--- src/rtl/scs8hd_lpflow_lsbuf_pwr_seq_pkg.sv ---
// Shared definitions for the lsbuf power sequencer.
// Contents:
//   state_t    3-bit FSM state encodings. The encodings are fixed because
//              they appear on the debug state port.
//   clog2      ceiling log2, used to size counters from cycle parameters.
//   max3       maximum of three integers.
package scs8hd_lpflow_lsbuf_pwr_seq_pkg;

    typedef enum logic [2:0] {
        ST_ON      = 3'd0,
        ST_ISO_SET = 3'd1,
        ST_SW_OFF  = 3'd2,
        ST_OFF     = 3'd3,
        ST_SW_ON   = 3'd4,
        ST_RAMP    = 3'd5,
        ST_ISO_REL = 3'd6,
        ST_ERR     = 3'd7
    } state_t;

    function automatic int clog2(input int value);
        int res;
        int v;
        res = 0;
        v   = value - 1;
        while (v > 0) begin
            res = res + 1;
            v   = v >> 1;
        end
        return res;
    endfunction

    function automatic int max3(input int a, input int b, input int c);
        int m;
        m = a;
        if (b > m) m = b;
        if (c > m) m = c;
        return m;
    endfunction

endpackage

--- src/rtl/scs8hd_lpflow_lsbuf_pwr_seq_if.sv ---
// PMU-facing handshake of the lsbuf power sequencer.
// Signals:
//   req      PMU -> seq  level, 1 = domain off requested
//   err_clr  PMU -> seq  single-cycle pulse, clears the fault state
//   ack      seq -> PMU  1 = domain off/safe
//   err      seq -> PMU  sticky supply-fault flag
//   state    seq -> PMU  current FSM state code (debug)
// Modports: master = PMU side, slave = sequencer side.
interface scs8hd_lpflow_lsbuf_pwr_seq_if;
    logic       req;
    logic       err_clr;
    logic       ack;
    logic       err;
    logic [2:0] state;

    modport master (output req, output err_clr, input ack, input err, input state);
    modport slave  (input req, input err_clr, output ack, output err, output state);
endinterface

--- src/rtl/scs8hd_lpflow_lsbuf_pwr_seq_sync2.sv ---
// Two-flop synchroniser for asynchronous rail-monitor flags.
// Ports:
//   clk    in  destination clock
//   reset  in  synchronous, active-high; both flops clear to 0
//   d      in  asynchronous input
//   q      out synchronised output, 2 cycles latency
module scs8hd_lpflow_sync2 (
    input  logic clk,
    input  logic reset,
    input  logic d,
    output logic q
);
    logic meta;

    always_ff @(posedge clk) begin
        if (reset) begin
            meta <= 1'b0;
            q    <= 1'b0;
        end else begin
            meta <= d;
            q    <= meta;
        end
    end
endmodule

--- src/rtl/scs8hd_lpflow_lsbuf_pwr_seq.sv ---
// Power-down/up sequencer for a switchable vpwrin domain feeding vpwr through
// lsbuf_lh_hl isowell cells. Orders the isolation clamp and the header switch
// against the PMU req/ack handshake, waits on the synchronised supply-good
// flag, applies settle/ramp delays and traps supply faults. Always-on domain.
// Ports:
//   clk          in   always-on clock
//   reset        in   synchronous, active-high
//   pmu          if   req/err_clr in, ack/err/state out (slave modport)
//   vpwrin_good  in   asynchronous supply-good from the vpwrin rail monitor
//   iso_en       out  1 = lsbuf outputs clamped
//   pwr_sw_en    out  1 = header switch closed
//
// state    | meaning
// ---------+-----------------------------------------------------------
// ON       | domain powered, isolation released
// ISO_SET  | clamp applied, waiting for it to settle before opening switch
// SW_OFF   | switch open, waiting for supply-good to drop
// OFF      | domain off and safe, waiting for req=0
// SW_ON    | switch closed, waiting for supply-good to rise
// RAMP     | supply good, letting the rail settle
// ISO_REL  | clamp released, waiting for it to settle before dropping ack
// ERR      | supply fault trapped, switch open, waiting for err_clr
module scs8hd_lpflow_lsbuf_pwr_seq
    import scs8hd_lpflow_lsbuf_pwr_seq_pkg::*;
#(
    parameter int ISO_SETTLE_CYC = 4,
    parameter int RAMP_CYC       = 16,
    parameter int TIMEOUT_CYC    = 256
) (
    input  logic                           clk,
    input  logic                           reset,
    scs8hd_lpflow_lsbuf_pwr_seq_if.slave   pmu,
    input  logic                           vpwrin_good,
    output logic                           iso_en,
    output logic                           pwr_sw_en
);
    localparam int CNT_W = clog2(max3(ISO_SETTLE_CYC, RAMP_CYC, TIMEOUT_CYC) + 1);

    localparam logic [CNT_W-1:0] ISO_LAST  = CNT_W'(ISO_SETTLE_CYC - 1);
    localparam logic [CNT_W-1:0] RAMP_LAST = CNT_W'(RAMP_CYC - 1);
    localparam logic [CNT_W-1:0] TMO_LAST  = CNT_W'(TIMEOUT_CYC - 1);
    localparam logic [CNT_W-1:0] CNT_MAX   = '1;

    state_t           state_q;
    state_t           state_d;
    logic [CNT_W-1:0] cnt;
    logic             good_s;
    logic             iso_d;
    logic             sw_d;
    logic             ack_d;
    logic             ack_q;
    logic             err_q;

    scs8hd_lpflow_sync2 u_good_sync (
        .clk   (clk),
        .reset (reset),
        .d     (vpwrin_good),
        .q     (good_s)
    );

    always_comb begin
        state_d = state_q;
        case (state_q)
            ST_ON: begin
                // a supply loss outranks a pending power-down request
                if (!good_s)              state_d = ST_ERR;
                else if (pmu.req)         state_d = ST_ISO_SET;
            end
            ST_ISO_SET: begin
                if (cnt == ISO_LAST)      state_d = ST_SW_OFF;
            end
            ST_SW_OFF: begin
                if (!good_s)              state_d = ST_OFF;
                else if (cnt == TMO_LAST) state_d = ST_ERR;
            end
            ST_OFF: begin
                if (!pmu.req)             state_d = ST_SW_ON;
            end
            ST_SW_ON: begin
                if (good_s)               state_d = ST_RAMP;
                else if (cnt == TMO_LAST) state_d = ST_ERR;
            end
            ST_RAMP: begin
                if (!good_s)              state_d = ST_ERR;
                else if (cnt == RAMP_LAST) state_d = ST_ISO_REL;
            end
            ST_ISO_REL: begin
                if (!good_s)              state_d = ST_ERR;
                else if (cnt == ISO_LAST) state_d = ST_ON;
            end
            ST_ERR: begin
                if (pmu.err_clr)          state_d = ST_OFF;
            end
            default:                      state_d = ST_ERR;
        endcase
    end

    // Outputs decode from the next state so they move on the same edge as it.
    always_comb begin
        iso_d = 1'b1;
        sw_d  = 1'b0;
        ack_d = 1'b1;
        case (state_d)
            ST_ON:      begin iso_d = 1'b0; sw_d = 1'b1; ack_d = 1'b0; end
            ST_ISO_SET: begin iso_d = 1'b1; sw_d = 1'b1; ack_d = 1'b0; end
            ST_SW_OFF:  begin iso_d = 1'b1; sw_d = 1'b0; ack_d = 1'b0; end
            ST_OFF:     begin iso_d = 1'b1; sw_d = 1'b0; ack_d = 1'b1; end
            ST_SW_ON:   begin iso_d = 1'b1; sw_d = 1'b1; ack_d = 1'b1; end
            ST_RAMP:    begin iso_d = 1'b1; sw_d = 1'b1; ack_d = 1'b1; end
            ST_ISO_REL: begin iso_d = 1'b0; sw_d = 1'b1; ack_d = 1'b1; end
            ST_ERR:     begin iso_d = 1'b1; sw_d = 1'b0; ack_d = 1'b1; end
            default:    begin iso_d = 1'b1; sw_d = 1'b0; ack_d = 1'b1; end
        endcase
    end

    always_ff @(posedge clk) begin
        if (reset) begin
            state_q   <= ST_SW_ON;
            cnt       <= '0;
            iso_en    <= 1'b1;
            pwr_sw_en <= 1'b1;
            ack_q     <= 1'b1;
            err_q     <= 1'b0;
        end else begin
            state_q   <= state_d;
            iso_en    <= iso_d;
            pwr_sw_en <= sw_d;
            ack_q     <= ack_d;
            // ERR is only left through err_clr, so the flag tracks ERR residency
            err_q     <= (state_d == ST_ERR);
            if (state_d != state_q)
                cnt <= '0;
            else if (cnt != CNT_MAX)
                cnt <= cnt + 1'b1;
        end
    end

    assign pmu.ack   = ack_q;
    assign pmu.err   = err_q;
    assign pmu.state = state_q;

endmodule

--- src/flat_wrapper.sv ---
// flat-port wrapper written by rule: the top's interface ports become plain ports
module scs8hd_lpflow_lsbuf_pwr_seq_flat import scs8hd_lpflow_lsbuf_pwr_seq_pkg::*;
#(
    parameter int ISO_SETTLE_CYC = 4,
    parameter int RAMP_CYC       = 16,
    parameter int TIMEOUT_CYC    = 256
)
  (clk, reset, vpwrin_good, iso_en, pwr_sw_en, pmu_req, pmu_err_clr, pmu_ack, pmu_err, pmu_state);
  scs8hd_lpflow_lsbuf_pwr_seq_if pmu_i ();
  input  logic clk;
  input  logic reset;
  input  logic vpwrin_good;
  output logic iso_en;
  output logic pwr_sw_en;
  input wire logic [$bits(pmu_i.req)-1:0] pmu_req;
  input wire logic [$bits(pmu_i.err_clr)-1:0] pmu_err_clr;
  output wire logic [$bits(pmu_i.ack)-1:0] pmu_ack;
  output wire logic [$bits(pmu_i.err)-1:0] pmu_err;
  output wire logic [$bits(pmu_i.state)-1:0] pmu_state;
  assign pmu_i.req = pmu_req;
  assign pmu_i.err_clr = pmu_err_clr;
  assign pmu_ack = pmu_i.ack;
  assign pmu_err = pmu_i.err;
  assign pmu_state = pmu_i.state;
  scs8hd_lpflow_lsbuf_pwr_seq #(.ISO_SETTLE_CYC(ISO_SETTLE_CYC), .RAMP_CYC(RAMP_CYC), .TIMEOUT_CYC(TIMEOUT_CYC)) u_core (.clk(clk), .reset(reset), .pmu(pmu_i), .vpwrin_good(vpwrin_good), .iso_en(iso_en), .pwr_sw_en(pwr_sw_en));
endmodule
--- config.mk ---
export PLATFORM = sky130hd
export DESIGN_NAME = scs8hd_lpflow_lsbuf_pwr_seq_flat
export DESIGN_NICKNAME = d
export VERILOG_FILES = /design/src/rtl/scs8hd_lpflow_lsbuf_pwr_seq_pkg.sv /design/src/rtl/scs8hd_lpflow_lsbuf_pwr_seq_if.sv /design/src/rtl/scs8hd_lpflow_lsbuf_pwr_seq_sync2.sv /design/src/rtl/scs8hd_lpflow_lsbuf_pwr_seq.sv /design/src/flat_wrapper.sv
export SDC_FILE = /design/constraint.sdc
export NUM_CORES = 1
export LEC_CHECK = 0
export ABC_AREA = 1
export ABC_CLOCK_PERIOD_IN_PS = 3400
export BUFFER_PORTS_ARGS = -buffer_cell sky130_fd_sc_hd__buf_2
export CAP_MARGIN = 10
export CORE_MARGIN = 2
export CORE_UTILIZATION = 60
export CTS_BUF_LIST = sky130_fd_sc_hd__clkbuf_8
export DETAILED_ROUTE_END_ITERATION = 12
export GPL_ROUTABILITY_DRIVEN = 0
export PLACE_DENSITY = 0.82
export SYNTH_ARGS = -nofsm -noshare
export SYNTH_HDL_FRONTEND = slang
export SYNTH_SLANG_ARGS = --single-unit
--- constraint.sdc ---
create_clock -name clk -period 3.4 [get_ports clk]
set_input_delay 0.68 -clock clk [delete_from_list [all_inputs] [get_ports clk]]
set_output_delay 0.68 -clock clk [all_outputs]
set_load 0.03 [all_outputs]
Word level (Yosys, flattened, before mapping). Memories as Yosys holds them, arrays and structs flattened. A register that Yosys moved wholly into a read port is not among the register bits. Cells that the tools add are included.

Flip-flop bits (word level): 15. ROM bits: 24. Input port bits: 5. Output and inout bits: 7. Word-level logic and storage cells: 35. Memories kept: 1.

$add $sub $neg: 1. Equal/unequal tests: 13. Muxes and demuxes: 13. Reductions and logical operators: 2.

Memory list: (name not given) (words 8, bits a word 3, rd ports 1, clocked after memory_dff 1, write ports 0, line scs8hd_lpflow_lsbuf_pwr_seq.sv:103) `case (state_d)`.

Operators by type and width (count): $mux 3 (12); $pmux 3 s8 (1); $eq 3x3->1 const B (5); $add 9x1->9 const B (1); $eq 9x2->1 const B (1); $eq 9x4->1 const B (1); $eq 9x8->1 const B (1); $ne 9x9->1 const B (1); $eq 3x2->1 const B (2); $eq 3x1->1 const B (1); $logic_not 3->1 (1); $ne 3x3->1 (1); $reduce_or 2->1 (1).

Logic depth before layout (Yosys ltp).
Depth in word-level cells: 6. Gate-level depth with buffers: 17. Gate-level depth less buffers: 17.

Modules after synthesis. Synthesis repeated with hierarchy kept, for this count alone.

Cells, all modules: 174. Area, all modules: 1214.9 um^2.

By module, submodules not included: scs8hd_lpflow_lsbuf_pwr_seq (times used 1, cells each 168, area an instance 1159.9 um^2, sequential area each 320.3 um^2); scs8hd_lpflow_sync2 (times used 1, cells each 6, area an instance 55.1 um^2, sequential area each 40.0 um^2).

Least setup slack after synthesis. OpenSTA, ideal clock, no wires.

Kind: register -> register. From: register u_core.cnt[0]. To: register u_core.cnt[1]. Setup time: 0.065 ns. Arrival time: 1.949 ns. Slack: 1.385 ns. Cell stages (with the launch flop): 17. Path buffers: 0. Period minus slack after synthesis: 2.015 ns. Path through: dfxtp_1 > ha_1 > nand2_1 > nor3_1 > nand2_1 > nor2_1 > ha_1 > inv_1 > nand3_1 > nand2_1 > nand3_1 > nor2_1 > nand3_1 > nor2_1 > nor2_1 > nand3_4 > nor2_1.

Word-level cells in the longest chain between the ends: 6. Elaborated cells between the ends (all ways): 16. Classes of those cells: add/sub: 1; eq/ne: 5; mux: 9; reduce/logical: 1.

Ends and longest elaborated chain: start, declared (line scs8hd_lpflow_lsbuf_pwr_seq.sv:46) `logic [CNT_W-1:0] cnt;`; start signal, assigned (line scs8hd_lpflow_lsbuf_pwr_seq.sv:134) `cnt <= cnt + 1'b1;`; $eq 9x2->1 (tied with other cells) (line scs8hd_lpflow_lsbuf_pwr_seq.sv:70, scs8hd_lpflow_lsbuf_pwr_seq.sv:89); $mux 3, on equally long branches (2 in a row); $pmux 3 s8 (line scs8hd_lpflow_lsbuf_pwr_seq.sv:63) `case (state_q)`; $ne 3x3->1 (line scs8hd_lpflow_lsbuf_pwr_seq.sv:131) `if (state_d != state_q)`; $reduce_or 2->1 (no line).

Parallel ways exist; a longest one is shown, timed or not. A chain may end at the register's enable or synchronous reset.

Final worst setup path. Same ends and word-level chain as after synthesis.

==> impl_metrics.toml <==
[status]
outcome = "complete, no violations"

[timing]
fmax_mhz = 410.9
hold_viol = 0
maxSlewViolCount = 0
setup_violations = 0
slew-limit-headroom_pct = 77.38
worstMarginPinSlew_ns = 0.3389
fin_skew_ns = 0.0008235
post-route-period-util_pct = 71.57
min_period_ns = 2.433
setup_ws_ns = 0.9665
fin_setup_tns_ns = 0
grt_setup_unrepaired = "false"

[hold_path]
hp-class = "flop to flop"
whs_path_depth = 2
min_from = "u_core.u_good_sync.meta"
hold_end = "u_core.u_good_sync.q"

[route]
num_vias = 1028
vias_per_cell = 5.245
ant_nets = 0
routedWlPerCell_um = 11.90
wl_mm = 2.332
drt_iter0_markers = 25
firstDrtPassIters = 4
drc_errors = 0

[power_and_ir_drop]
pwr_density_cell_nw_per_um2 = 792.5
leakagePower_nw = 0.5588
vdd_drop_max_uv = 561.9

[logic_synthesis]
yosysMostFrequentCell = "nand2_1"
syn_area_um2 = 1052
synth_area_leaders = "dfxtp_1 34%, nand2_1 14%, nor2_1 13%, inv_1 7.5%, nand3_1 7.1%"
async_flop_share_pct = 0
synth_area_leader_cell = "dfxtp_1"
synth_edf_count = 0
synth_cell_type_count = 18
ys_ff_latch = 18
netlist_instances = 165
yosys.area.top_type_share_pct = 34.24
synth_common_cells = "39 x nand2_1, 37 x nor2_1, 21 x inv_1"
ys_warn_count = 0
yosysSeqAreaShare_pct = 34.24
synth_flop_cell = "dfxtp_1"
synth.net_count = 173
syn_avg_cell_area_um2 = 6.377

[layout]
fillerInstances = 164
seqCellArea_um2 = 360.3
diodes = 0
multi_input_area_um2 = 590.6
final_nets = 188
final_cell_count_no_fill = 196
layout-drive-gt1-share_pct = 15.64
syn_to_final_growth_pct = 11.77

[critical_path]
crit_path_frequent_cell = "nor2_1"
start_kind = "flop"
end_kind = "flop"
max_stage_delay_ns = 0.36
path_delay_family = "simple AND/OR/NAND/NOR gates"
cp_max_fo = 9
critical_path_buf_inv_count = 1
r2r_end = "u_core.cnt[1]"
ff2ff_setup_slack_ns = 0.97
crit_type = "flop to flop"
cp_slowest_cell = "dfxtp_1"
rr_worst_depth = 16
path_depth = 16
required_ns = 3.59
crit_arrival_ns = 2.62
rr_startpoint = "u_core.cnt[0]"
crit_chain = "ha_1, nand2_1, nor3_1, nand2_1, nor2_1, ha_1, inv_1, nand3_1, nand2_1, nand3_1, nor2_1, nand3_1, nor2_1, nor2_1, nand3_4, nor2_1"

[global_routing]
track_usage_pct = 26.26
grt_pass1_wl_mm = 3.905
grt_pass1_vias = 929
antenna_found_initial = 0
grt_max_degree = 11
grt_overflow = 0

[die]
die_area_um2 = 2105
core_um2 = 1689
die_h_um = 45.88
initial_core_util_pct = 62.30
rows = 15
ios = 12
die-width_um = 45.88

[clock_network]
cts-htree-levels = 1
cts_hold_buf = 0
cts_made_buffers = 3
clockBufferDepth = 2
cts_setup_buffers = 0
clk_latency_ns = 0.25
path_clk_slew_ns = 0.06
post_cts_resized = 0
cts_tree = "built"
cts.sinks = 18
root_buffer = "clkbuf_8"

[placement]
port_buffers = 11
place_inst = 192
dp_slack_ns = 1.029
place_hpwl_mm = 1.743

[job]
max-cap-violations = 0
==> placed cells by master (no fill, tap or decap) <==
cell type	n
a21oi_1	2
buf_2	11
clkbuf_8	4
dfxtp_1	18
ha_1	3
inv_1	21
inv_2	4
mux2i_1	1
nand2_1	39
nand2_2	4
nand3_1	15
nand3_2	1
nand3_4	1
nand4_1	3
nor2_1	37
nor2_2	3
nor3_1	2
o21ai_0	4
xor2_1	6
==> metrics by stage <==
stage / hold slack [ns] / instance area (µm²) / utilization, % / total power, W
finish: 0.4203 / 1176 / 69.63 / 0.0009321
global route: 0.4338 / 1176 / 69.63 / 0.001005
CTS: 0.4210 / 1176 / 69.63 / 0.0009323
detailed placement: 0.4119 / 1121 / 66.37 / 0.0007603
global placement: 0.4016 / 1121 / 66.37 / 0.0007485
floorplan: 0.3883 / 1052 / - / 0.0006596
==> registers in the layout, summed over array words and instances, names as in the netlist <==
signal,cells
u_core.pwr_sw_en,1
u_core.pmu.state,3
u_core.cnt,9
u_core.pmu.err,1
u_core.u_good_sync.q,1
u_core.iso_en,1
u_core.pmu.ack,1
u_core.u_good_sync.meta,1
==> metal layers <==
metal	part of all wire, %	vias to the layer above	GRT usage [%]
met5	0	-	0
met4	2.1	0	15.43
met1	46	460	32.52
met3	4.2	6	5.556
met2	48	26	41.39
li1	-	536	-
==> kinds of logic after synthesis <==
family | Yosys count | synth area share, %
mux | 1 | 0.9513
fa+ha+maj | 3 | 3.568
compound gates | 6 | 2.854
xor+xnor | 6 | 4.994
flops | 18 | 34.25
simple gates | 105 | 43.76
buf+inv | 26 | 9.632
==> worst register-to-register path, stage by stage, from the launching register on <==
cell	delay [ns]
dfxtp_1	0.36
ha_1	0.23
nand2_1	0.11
nor3_1	0.26
nand2_1	0.08
nor2_1	0.15
ha_1	0.19
inv_1	0.07
nand3_1	0.08
nand2_1	0.06
nand3_1	0.08
nor2_1	0.05
nand3_1	0.12
nor2_1	0.05
nor2_1	0.18
nand3_4	0.16
nor2_1	0.13
==> worst max-delay path by stage <==
stage,startpoint,end
final,u_core.cnt[0],u_core.cnt[1]
after global routing,u_core.cnt[0],u_core.cnt[7]
after CTS,u_core.cnt[1],u_core.cnt[1]
after detailed placement,u_core.cnt[1],u_core.cnt[7]
after global placement,u_core.cnt[0],u_core.cnt[7]
after floorplan,u_core.cnt[0],u_core.cnt[1]
==> final cells by class <==
type | instances | area share (%)
flip-flops and latches | 18 | 30.64
inverters | 25 | 7.979
clock buffers | 4 | 4.681
well taps | 17 | 1.809
multi-input cells | 121 | 50.21
repair buffers | 11 | 4.681
==> where the power goes <==
group	internal [W]	switching, W
sequential	0.000248	0.0000420
combinational	0.000140	0.000330
clock	0.000103	0.0000690
total	0.000492	0.000441
Power figures use the tool's default switching activity.
